==> config.mk <==
export PLATFORM = sky130hd
export DESIGN_NAME = irq_pending_latch_flat
export DESIGN_NICKNAME = d
export VERILOG_FILES = /design/src/rtl/irq_pending_latch_if.sv /design/src/rtl/irq_pending_latch.sv /design/src/flat_wrapper.sv
export SDC_FILE = /design/constraint.sdc
export NUM_CORES = 1
export LEC_CHECK = 0
export CAP_MARGIN = 5
export CORE_ASPECT_RATIO = 0.75
export CORE_MARGIN = 3
export CORE_UTILIZATION = 41
export DETAILED_ROUTE_END_ITERATION = 10
export PLACE_DENSITY = 0.75
export SYNTH_ARGS = -nofsm -noshare
export SYNTH_HDL_FRONTEND = slang
export SYNTH_SLANG_ARGS = --single-unit
export TNS_END_PERCENT = 50
==> constraint.sdc <==
create_clock -name clk -period 1.7 [get_ports clk]
set_input_delay 0.34 -clock clk [delete_from_list [all_inputs] [get_ports clk]]
set_output_delay 0.34 -clock clk [all_outputs]
set_load 0.005 [all_outputs]
==> src/rtl/irq_pending_latch_if.sv <==
// Bus between the interrupt pending latch and the servicing logic.
// The slave modport is the latch; the master modport is the servicing side,
// which drives the raw request lines, the mask port and the ack/eoi handshake.
interface irq_pending_latch_if;
  logic [7:0] irq_in;
  logic       mask_we;
  logic [7:0] mask_din;
  logic       d0;
  logic       d1;
  logic       d2;
  logic       d3;
  logic       d4;
  logic       d5;
  logic       d6;
  logic       d7;
  logic       irq_req;
  logic       ack_valid;
  logic [2:0] ack_code;
  logic       eoi;
  logic       busy;
  logic [2:0] isr_idx;
  logic [7:0] pend_q;
  logic       ack_err;

  modport slave (
    input  irq_in, mask_we, mask_din, ack_valid, ack_code, eoi,
    output d0, d1, d2, d3, d4, d5, d6, d7, irq_req, busy, isr_idx, pend_q, ack_err
  );

  modport master (
    output irq_in, mask_we, mask_din, ack_valid, ack_code, eoi,
    input  d0, d1, d2, d3, d4, d5, d6, d7, irq_req, busy, isr_idx, pend_q, ack_err
  );
endinterface

==> src/rtl/irq_pending_latch.sv <==
// Interrupt pending latch feeding an 8-input priority encoder.
// Rising edges on irq_in set sticky pending bits; a per-line mask hides lines
// from the encoder without stopping them from latching. A three-state FSM
// (IDLE / PENDING / SERVICE) runs the request / acknowledge / end-of-interrupt
// handshake.
// Optional macro IRQ_SYNC_EN: adds a 2-flop synchronizer on irq_in (reset to
// 8'hFF) ahead of edge detection; input-to-d latency becomes 3 cycles.
module irq_pending_latch #(
  parameter logic [7:0] MASK_RST = 8'h00
) (
  input  logic               clk,
  input  logic               rst_n,
  irq_pending_latch_if.slave bus
);

  typedef enum logic [1:0] {
    ST_IDLE    = 2'd0,
    ST_PENDING = 2'd1,
    ST_SERVICE = 2'd2
  } state_t;

  state_t     state_q;
  logic [7:0] pending_q;
  logic [7:0] pending_d;
  logic [7:0] mask_q;
  logic [7:0] mask_d;
  logic [7:0] prev_q;
  logic [2:0] isr_idx_q;
  logic       ack_err_q;

  logic [7:0] src_s;
  logic [7:0] rise_s;
  logic [7:0] elig_s;
  logic [7:0] elig_d;
  logic [7:0] clr_s;
  logic       ack_seen_s;
  logic       ack_ok_s;
  logic       ack_bad_s;
  logic [7:0] d_vec_s;

`ifdef IRQ_SYNC_EN
  logic [7:0] sync1_q;
  logic [7:0] sync2_q;

  // Two-flop synchronizer; resets high so lines held high never look like an edge.
  always_ff @(posedge clk) begin
    if (!rst_n) begin
      sync1_q <= 8'hFF;
      sync2_q <= 8'hFF;
    end else begin
      sync1_q <= bus.irq_in;
      sync2_q <= sync1_q;
    end
  end

  assign src_s = sync2_q;
`else
  assign src_s = bus.irq_in;
`endif

  // Edge detect, ack qualification against the current (old) mask, next pending/mask.
  always_comb begin
    rise_s     = src_s & ~prev_q;
    elig_s     = pending_q & ~mask_q;
    ack_seen_s = (state_q == ST_PENDING) && bus.ack_valid;
    ack_ok_s   = ack_seen_s && elig_s[bus.ack_code];
    ack_bad_s  = ack_seen_s && !elig_s[bus.ack_code];
    clr_s      = 8'h00;
    if (ack_ok_s) begin
      clr_s[bus.ack_code] = 1'b1;
    end else begin
      clr_s = 8'h00;
    end
    // A new edge wins over a same-cycle clear so the event is not lost.
    pending_d = (pending_q & ~clr_s) | rise_s;
    if (bus.mask_we) begin
      mask_d = bus.mask_din;
    end else begin
      mask_d = mask_q;
    end
    elig_d = pending_d & ~mask_d;
  end

  // Datapath registers: pending bits, mask and the edge-detect history.
  always_ff @(posedge clk) begin
    if (!rst_n) begin
      pending_q <= 8'h00;
      mask_q    <= MASK_RST;
      prev_q    <= 8'hFF;
    end else begin
      pending_q <= pending_d;
      mask_q    <= mask_d;
      prev_q    <= src_s;
    end
  end

  // Handshake FSM with registered in-service index and ack error pulse.
  always_ff @(posedge clk) begin
    if (!rst_n) begin
      state_q   <= ST_IDLE;
      isr_idx_q <= 3'd0;
      ack_err_q <= 1'b0;
    end else begin
      ack_err_q <= ack_bad_s;
      case (state_q)
        ST_IDLE: begin
          if (elig_d != 8'h00) begin
            state_q <= ST_PENDING;
          end else begin
            state_q <= ST_IDLE;
          end
        end
        ST_PENDING: begin
          if (ack_ok_s) begin
            isr_idx_q <= bus.ack_code;
            state_q   <= ST_SERVICE;
          end else if (ack_bad_s) begin
            // A rejected acknowledge leaves the state untouched.
            state_q <= ST_PENDING;
          end else if (elig_d == 8'h00) begin
            state_q <= ST_IDLE;
          end else begin
            state_q <= ST_PENDING;
          end
        end
        ST_SERVICE: begin
          if (bus.eoi) begin
            if (elig_d != 8'h00) begin
              state_q <= ST_PENDING;
            end else begin
              state_q <= ST_IDLE;
            end
          end else begin
            state_q <= ST_SERVICE;
          end
        end
        default: begin
          state_q <= ST_IDLE;
        end
      endcase
    end
  end

  // Encoder inputs are blanked while a request is in service.
  always_comb begin
    if (state_q == ST_SERVICE) begin
      d_vec_s = 8'h00;
    end else begin
      d_vec_s = elig_s;
    end
  end

  assign bus.d0      = d_vec_s[0];
  assign bus.d1      = d_vec_s[1];
  assign bus.d2      = d_vec_s[2];
  assign bus.d3      = d_vec_s[3];
  assign bus.d4      = d_vec_s[4];
  assign bus.d5      = d_vec_s[5];
  assign bus.d6      = d_vec_s[6];
  assign bus.d7      = d_vec_s[7];
  assign bus.irq_req = (state_q == ST_PENDING);
  assign bus.busy    = (state_q == ST_SERVICE);
  assign bus.isr_idx = isr_idx_q;
  assign bus.pend_q  = pending_q;
  assign bus.ack_err = ack_err_q;

endmodule

==> src/flat_wrapper.sv <==
// flat-port wrapper written by rule: the top's interface ports become plain ports
module irq_pending_latch_flat 
#(
  parameter logic [7:0] MASK_RST = 8'h00
)
  (clk, rst_n, bus_irq_in, bus_mask_we, bus_mask_din, bus_ack_valid, bus_ack_code, bus_eoi, bus_d0, bus_d1, bus_d2, bus_d3, bus_d4, bus_d5, bus_d6, bus_d7, bus_irq_req, bus_busy, bus_isr_idx, bus_pend_q, bus_ack_err);
  irq_pending_latch_if bus_i ();
  input  logic clk;
  input  logic rst_n;
  input wire logic [$bits(bus_i.irq_in)-1:0] bus_irq_in;
  input wire logic [$bits(bus_i.mask_we)-1:0] bus_mask_we;
  input wire logic [$bits(bus_i.mask_din)-1:0] bus_mask_din;
  input wire logic [$bits(bus_i.ack_valid)-1:0] bus_ack_valid;
  input wire logic [$bits(bus_i.ack_code)-1:0] bus_ack_code;
  input wire logic [$bits(bus_i.eoi)-1:0] bus_eoi;
  output wire logic [$bits(bus_i.d0)-1:0] bus_d0;
  output wire logic [$bits(bus_i.d1)-1:0] bus_d1;
  output wire logic [$bits(bus_i.d2)-1:0] bus_d2;
  output wire logic [$bits(bus_i.d3)-1:0] bus_d3;
  output wire logic [$bits(bus_i.d4)-1:0] bus_d4;
  output wire logic [$bits(bus_i.d5)-1:0] bus_d5;
  output wire logic [$bits(bus_i.d6)-1:0] bus_d6;
  output wire logic [$bits(bus_i.d7)-1:0] bus_d7;
  output wire logic [$bits(bus_i.irq_req)-1:0] bus_irq_req;
  output wire logic [$bits(bus_i.busy)-1:0] bus_busy;
  output wire logic [$bits(bus_i.isr_idx)-1:0] bus_isr_idx;
  output wire logic [$bits(bus_i.pend_q)-1:0] bus_pend_q;
  output wire logic [$bits(bus_i.ack_err)-1:0] bus_ack_err;
  assign bus_i.irq_in = bus_irq_in;
  assign bus_i.mask_we = bus_mask_we;
  assign bus_i.mask_din = bus_mask_din;
  assign bus_i.ack_valid = bus_ack_valid;
  assign bus_i.ack_code = bus_ack_code;
  assign bus_i.eoi = bus_eoi;
  assign bus_d0 = bus_i.d0;
  assign bus_d1 = bus_i.d1;
  assign bus_d2 = bus_i.d2;
  assign bus_d3 = bus_i.d3;
  assign bus_d4 = bus_i.d4;
  assign bus_d5 = bus_i.d5;
  assign bus_d6 = bus_i.d6;
  assign bus_d7 = bus_i.d7;
  assign bus_irq_req = bus_i.irq_req;
  assign bus_busy = bus_i.busy;
  assign bus_isr_idx = bus_i.isr_idx;
  assign bus_pend_q = bus_i.pend_q;
  assign bus_ack_err = bus_i.ack_err;
  irq_pending_latch #(.MASK_RST(MASK_RST)) u_core (.clk(clk), .rst_n(rst_n), .bus(bus_i));
endmodule
* Word-level counts from Yosys, hierarchy flattened *
Index checks and enable logic that the tools add are counted.

cells by class
  muxes and demuxes = 13
  reduce and logical (&&, ||, !) cells = 9
  bitwise logic cells = 9
  magnitude comparators = 2
  eq/ne operators = 2

operators by type and width
  cell                  count
  $and A8 B8 Y8         4
  $not A8 Y8            4
  $mux W8               3
  $logic_not A8 Y1      1
  $or A8 B8 Y8          1
  $reduce_bool A8 Y1    1
  $mux W2               3
  $pmux W2 S3           1
  $logic_and A1 B1 Y1   4
  $lt A3 B4 Y1 const B  1
  $mux W1               4
  $bmux W1 S3           1
  $demux W1 S3          1
  $ge A3 B1 Y1 const B  1
  $eq A2 B1 Y1 const B  1
  $eq A2 B2 Y1 const B  1
  $logic_not A2 Y1      1
  $reduce_and A2 Y1     1
  $logic_not A1 Y1      1

storage, ports and cells
  logic and storage cells = 41
  input bits = 24
  bits in registers = 30

* Depth between registers and ports, before layout *
  word-level depth = 15
  gate-level depth with buffers = 6
  mapped depth without buffers = 5

* Least setup slack after synthesis *
No wires, ideal clock.

  kind = input to register
  start = input bus_ack_code[1]
  end = register u_core.state_q[0]
  stages = 6
  slack = 0.015 ns
  arrival time = 1.548 ns
  required time = 1.563 ns
  cell sequence = buf_4 inv_2 mux4_2 mux2_4 o211ai_2 a31oi_1

between the ends
  cells in the longest elaborated chain, start to end = 14
  elaborated cells between the ends (all ways) = 23
  classes of those cells = order compare (2); mux (11); bitwise (4); reduce/logical (6)

ends and longest elaborated chain
  element                                                                    RTL line                  source
  start, declared                                                            flat_wrapper.sv:14        input wire logic [$bits(bus_i.ack_code)-1:0] bus_ack_code;
  $lt A3 B4 Y1 (not written as such) / $ge A3 B1 Y1 (equally long branches)  irq_pending_latch.sv:70   clr_s[bus.ack_code] = 1'b1;
  $logic_and A1 B1 Y1 (not written as such)                                  irq_pending_latch.sv:70
  $mux W1 (not written as such)                                              irq_pending_latch.sv:70
  $demux W1 S3                                                               --
  $mux W8                                                                    irq_pending_latch.sv:69   if (ack_ok_s) begin
  $not A8 Y8                                                                 irq_pending_latch.sv:75   pending_d = (pending_q & ~clr_s) | rise_s;
  $and A8 B8 Y8                                                              irq_pending_latch.sv:75
  $or A8 B8 Y8                                                               irq_pending_latch.sv:75
  $and A8 B8 Y8                                                              irq_pending_latch.sv:81   elig_d = pending_d & ~mask_d;
  $logic_not A8 Y1                                                           irq_pending_latch.sv:120  end else if (elig_d == 8'h00) begin
  $mux W1                                                                    irq_pending_latch.sv:120
  $mux W2                                                                    irq_pending_latch.sv:117  end else if (ack_bad_s) begin
  $mux W2                                                                    irq_pending_latch.sv:114  if (ack_ok_s) begin
  $pmux W2 S3 *                                                              irq_pending_latch.sv:105  case (state_q)
  end signal, assigned                                                       irq_pending_latch.sv:116  state_q <= ST_SERVICE;
  end signal, assigned                                                       irq_pending_latch.sv:119  state_q <= ST_PENDING;
  end signal, assigned                                                       irq_pending_latch.sv:121  state_q <= ST_IDLE;
  end, declared                                                              irq_pending_latch.sv:22   state_t state_q;

Mark *: on every way between the ends. The rest lies on a longest branch, timed or not. The select of a mux whose other input is x is not followed.
A chain may end at the register's enable or synchronous reset.

* Worst setup path in the final report *
  start = register u_core.state_q[1]
  end = register u_core.state_q[0]

between the ends
  cells in the longest elaborated chain, start to end = 13
  elaborated cells between the ends (all ways) = 19
  classes of those cells = eq/ne (2); mux (7); bitwise (4); reduce/logical (6)

ends and longest elaborated chain
  element                 RTL line                                           source
  start signal, assigned  irq_pending_latch.sv:100                           state_q <= ST_IDLE;
  start signal, assigned  irq_pending_latch.sv:108                           state_q <= ST_PENDING;
  start signal, assigned  irq_pending_latch.sv:110                           state_q <= ST_IDLE;
  $eq A2 B1 Y1            irq_pending_latch.sv:65, irq_pending_latch.sv:105
  $logic_and A1 B1 Y1     irq_pending_latch.sv:65                            ack_seen_s = (state_q == ST_PENDING) && bus.ack_valid;
  $logic_and A1 B1 Y1     irq_pending_latch.sv:66                            ack_ok_s = ack_seen_s && elig_s[bus.ack_code];
  $mux W8                 irq_pending_latch.sv:69
  $not A8 Y8              irq_pending_latch.sv:75
  $and A8 B8 Y8           irq_pending_latch.sv:75
  $or A8 B8 Y8            irq_pending_latch.sv:75
  $and A8 B8 Y8           irq_pending_latch.sv:81
  $logic_not A8 Y1        irq_pending_latch.sv:120
  $mux W1                 irq_pending_latch.sv:120
  $mux W2                 irq_pending_latch.sv:117
  $mux W2                 irq_pending_latch.sv:114
  $pmux W2 S3 *           irq_pending_latch.sv:105

Mark *: on every way between the ends. The rest lies on a longest branch, timed or not.

==> metrics.md <==
| Metric | Value |
|---|---|
| Cells after Synth | 150 |
| Worst R2R Path Depth | 7 |
| Worst Hold Path EP | u_core.bus.isr_idx[1] |
| Leakage | ~0.94 nW |
| MaxCap Viol Count | 0 |
| Worst r2r src | u_core.state_q[1] |
| Tightest Hold Check Type | flip-flop to flip-flop |
| Endpoints failing setup | 0 |
| Hpwl dp | between 3000 and 4000 µm |
| Fraction of synthesized area in multiplexers | 0.116 |
| CTS Buf Count | 5 |
| Clock sink total | 30 |
| Synth cell types | 38 |
| Most frequent cells in the layout | 31 x clkdlybuf4s50_1, 24 x buf_4, 24 x dfxtp_1 |
| CP Data Required Time | 1.86 ns |
| Routed WL per cell | roughly 16 µm |
| Startpoint types | flip-flop |
| Initial antenna violation count | 0 |
| M1 WL | roughly 1900 µm |
| XOR/XNOR Fraction of Synth Area | 0 |
| Final period utilization | 0.994 |
| Worst Path Max Fanout | 5 |
| Drt pass-1 iters | 4 |
| Hold buffers post-CTS | 0 |
| Design area | ~0.0022 mm² |
| Status | finished, final reports clean |
| First-pass GRT wire length | around 6700 µm |
| Met2 WL | 1960 µm |
| HP Start | u_core.bus.isr_idx[1] |
| Layout Nets | ~250 |
| DRT Wirelength | 4200 µm |
| Synth Area in Compound Gates | 0.148 |
| Unrepaired setup endpoints after global routing | true |
| Max rail drop VDD | 670 µV |
| R2r endpoint | u_core.state_q[0] |
| Uppermost layer routed | met4 |
| Residual DRC | 0 |
| Sequential share of the synthesized area | 0.430 |
| Main combinational cell family by area after synthesis | simple AND/OR/NAND/NOR gates |
| Synth async-reset ratio | 0 |
| Pin count of the biggest net entering global routing | 12 |
| Port Buffers | between 40 and 50 |
| Arrival time of the worst setup path | 1.85 ns |
| Die area | between 0.004 and 0.005 mm² |
| Primary FF master, synth | dfxtp_1 |
| GR Overflow Total | 0 |
| Max clock buf depth | 2 |
| Die X | roughly 73 µm |
| CTS HTree Levels | 2 |
| Crit-path slowest cell | dfxtp_2 |
| Adder-Cell Fraction of Synth Area | 0 |
| Synth Warn # | 0 |
| Die Y | 56.6 µm |
| Setup TNS | 0 ns |
| Slew margin rel. | 0.780 |
| Share of layout cells above drive strength 1 | 0.293 |
| Initial Util | 0.450 |
| Critical path cell sequence | nand4b_1 > buf_4 > buf_4 > o31ai_4 > nand2_1 > a22oi_2 > a31oi_1 |
| Cell seen most often among critical-path stages | buf_4 |
| Min-Delay Path Depth | 2 |
| Boundary Pins | 46 |
| Clk Latency, worst-skew pair | ~0.28 ns |
| Row count | 17 |
| Synth Register Bits | 30 |
| Most common cell after layout, fill and taps aside | clkdlybuf4s50_1 |
| Area added between synthesis and finish | 59.6% |
| Clock-pin slew on the worst setup and hold paths | about 0.060 ns |
| Slowest cell delay on critical path | between 0.3 and 0.4 ns |
| Mean Syn Cell Area | just over 9 µm² |
| CTS tree | yes |
| Final Hold Viols | 0 |
| Global-route usage over all layers | 0.212 |
| Critical path capture point type | flip-flop |
| Flop2flop setup slack | between 0.01 and 0.015 ns |
| Post-layout min period | 1.69 ns |
| Synth Net Count | around 170 |
| Core area | about 0.0031 mm² |
| Post-route ant nets | 0 |
| Highest Clock Rate | between 0.5 and 0.6 GHz |
| Metal3 WL | 238 µm |
| Initial DRC count | 58 |
| Worst-margin pin slew | approximately 0.32 ns |
| Via count | around 1,400 |
| CP Class | flip-flop to flip-flop |
| Antenna cell count | 0 |
| Simple-gate area share of the yosys netlist | 0.268 |
| CTS root buffer | clkbuf_8 |
| Slew Viols, Final | 0 |
| Clock Skew | 0.00872 ns |
| Vias in the first global route | 1,404 |
| Power per cell area | 769 mW/mm² |
| Synth Cell Area | 0.00140 mm² |
| RePlAce Congestion | approximately 0.9 |
| Vias per inst | 5.35 |
| EDFF count, synth | 0 |
| Placed Instance Area | about 0.0021 mm² |
==> worst max-delay path: cells and delay by family (launching register included) <==
| kind | cells | cell delay (ns) |
|---|---|---|
| buf+inv | 2 | 0.34 |
| flops | 1 | 0.35 |
| compound gates | 3 | 0.51 |
| simple gates | 2 | 0.37 |
==> through the flow <==
step / total power, mW / setup WS (ns) / utilization / std cells / hold slack (ns)
2_1_floorplan: 0.924 / 0.0152 / - / 150 / 0.413
3_3_place_gp: 1.11 / -0.409 / 0.661 / 250 / 0.469
3_5_place_dp: 1.12 / -0.498 / 0.661 / 250 / 0.481
4_1_cts: 1.70 / -0.0627 / 0.693 / 259 / 0.490
5_1_grt: 1.79 / -0.0689 / 0.718 / 260 / 0.504
6_report: 1.72 / 0.0104 / 0.718 / 260 / 0.476
==> sequential cells by signal, summed over array words and instances, names as in the netlist <==
name	count
u_core.bus.pend_q	8
u_core.mask_q	8
u_core.prev_q	8
u_core.bus.isr_idx	3
u_core.state_q	2
u_core.bus.ack_err	1
==> cell usage after synthesis (all sizes together), types with 2 or more instances <==
| master | number | area, µm² |
|---|---|---|
| a31oi | 2 | 12.5 |
| o21ai | 7 | 35.0 |
| nor2b | 4 | 25.0 |
| a22oi | 2 | 15.0 |
| mux4 | 2 | 45.0 |
| inv | 4 | 15.0 |
| nand2b | 20 | 125 |
| o31ai | 2 | 15.0 |
| clkbuf | 4 | 15.0 |
| mux2i | 9 | 103 |
| a21boi | 2 | 15.0 |
| nand2 | 3 | 11.3 |
| dfxtp | 30 | 601 |
| o41ai | 3 | 33.8 |
| nand3 | 6 | 30.0 |
| and3b | 2 | 17.5 |
| nand3b | 4 | 42.5 |
| nor3 | 3 | 15.0 |
| buf | 3 | 20.0 |
| a21oi | 9 | 45.0 |
| nor2 | 19 | 71.3 |
==> per-layer routing <==
metal | global-route usage | vias up
met5 | 0 | -
met4 | 0.0775 | 0
met3 | 0.0572 | 16
met2 | 0.331 | 44
met1 | 0.277 | 663
li1 | - | 668
==> kinds of logic (layout without fill, tap and decap cells) <==
family | count (synthesis) | in the layout
buffers and inverters | 12 | 84
AOI/OAI and AO/OA | 30 | 30
muxes | 12 | 12
DFF | 30 | 30
and+or+nand+nor | 66 | 66
==> worst max path at each step <==
stage / cells after the start / slack, ns / to / startpoint
6_report: 7 / 0.01 / u_core.state_q[0] / u_core.state_q[1]
5_1_grt: 7 / -0.07 / u_core.state_q[0] / bus_mask_we
4_1_cts: 6 / -0.06 / u_core.state_q[0] / bus_ack_valid
3_5_place_dp: 7 / -0.50 / u_core.state_q[0] / bus_ack_code[2]
3_3_place_gp: 6 / -0.41 / u_core.state_q[0] / bus_ack_code[2]
2_1_floorplan: 6 / 0.02 / u_core.state_q[0] / bus_ack_code[1]
==> final cells by class <==
type                       count  area (µm²)
clock inverter                 1        5.00
timing repair buffer          71         643
clock buffer                   7        86.3
inverter                       5        18.8
multi-input combinational    108         822
fill                         236         875
sequential                    30         608
tap                           38        47.5
==> power by group <==
part	internal (mW)	leakage, nW	switching (mW)
combinational	0.203	0.645	0.151
sequential	0.743	0.250	0.0305
clock	0.326	0.0482	0.263
total	1.27	0.943	0.444
==> timing repair <==
item	in CTS	in global routing
resized for setup	19	25
endpoints found under the setup margin	18	11
hold endpoints to repair	0	0
buffers inserted	1	1
pin swaps	1	5
No activity file was read; power rests on OpenSTA's default activity.
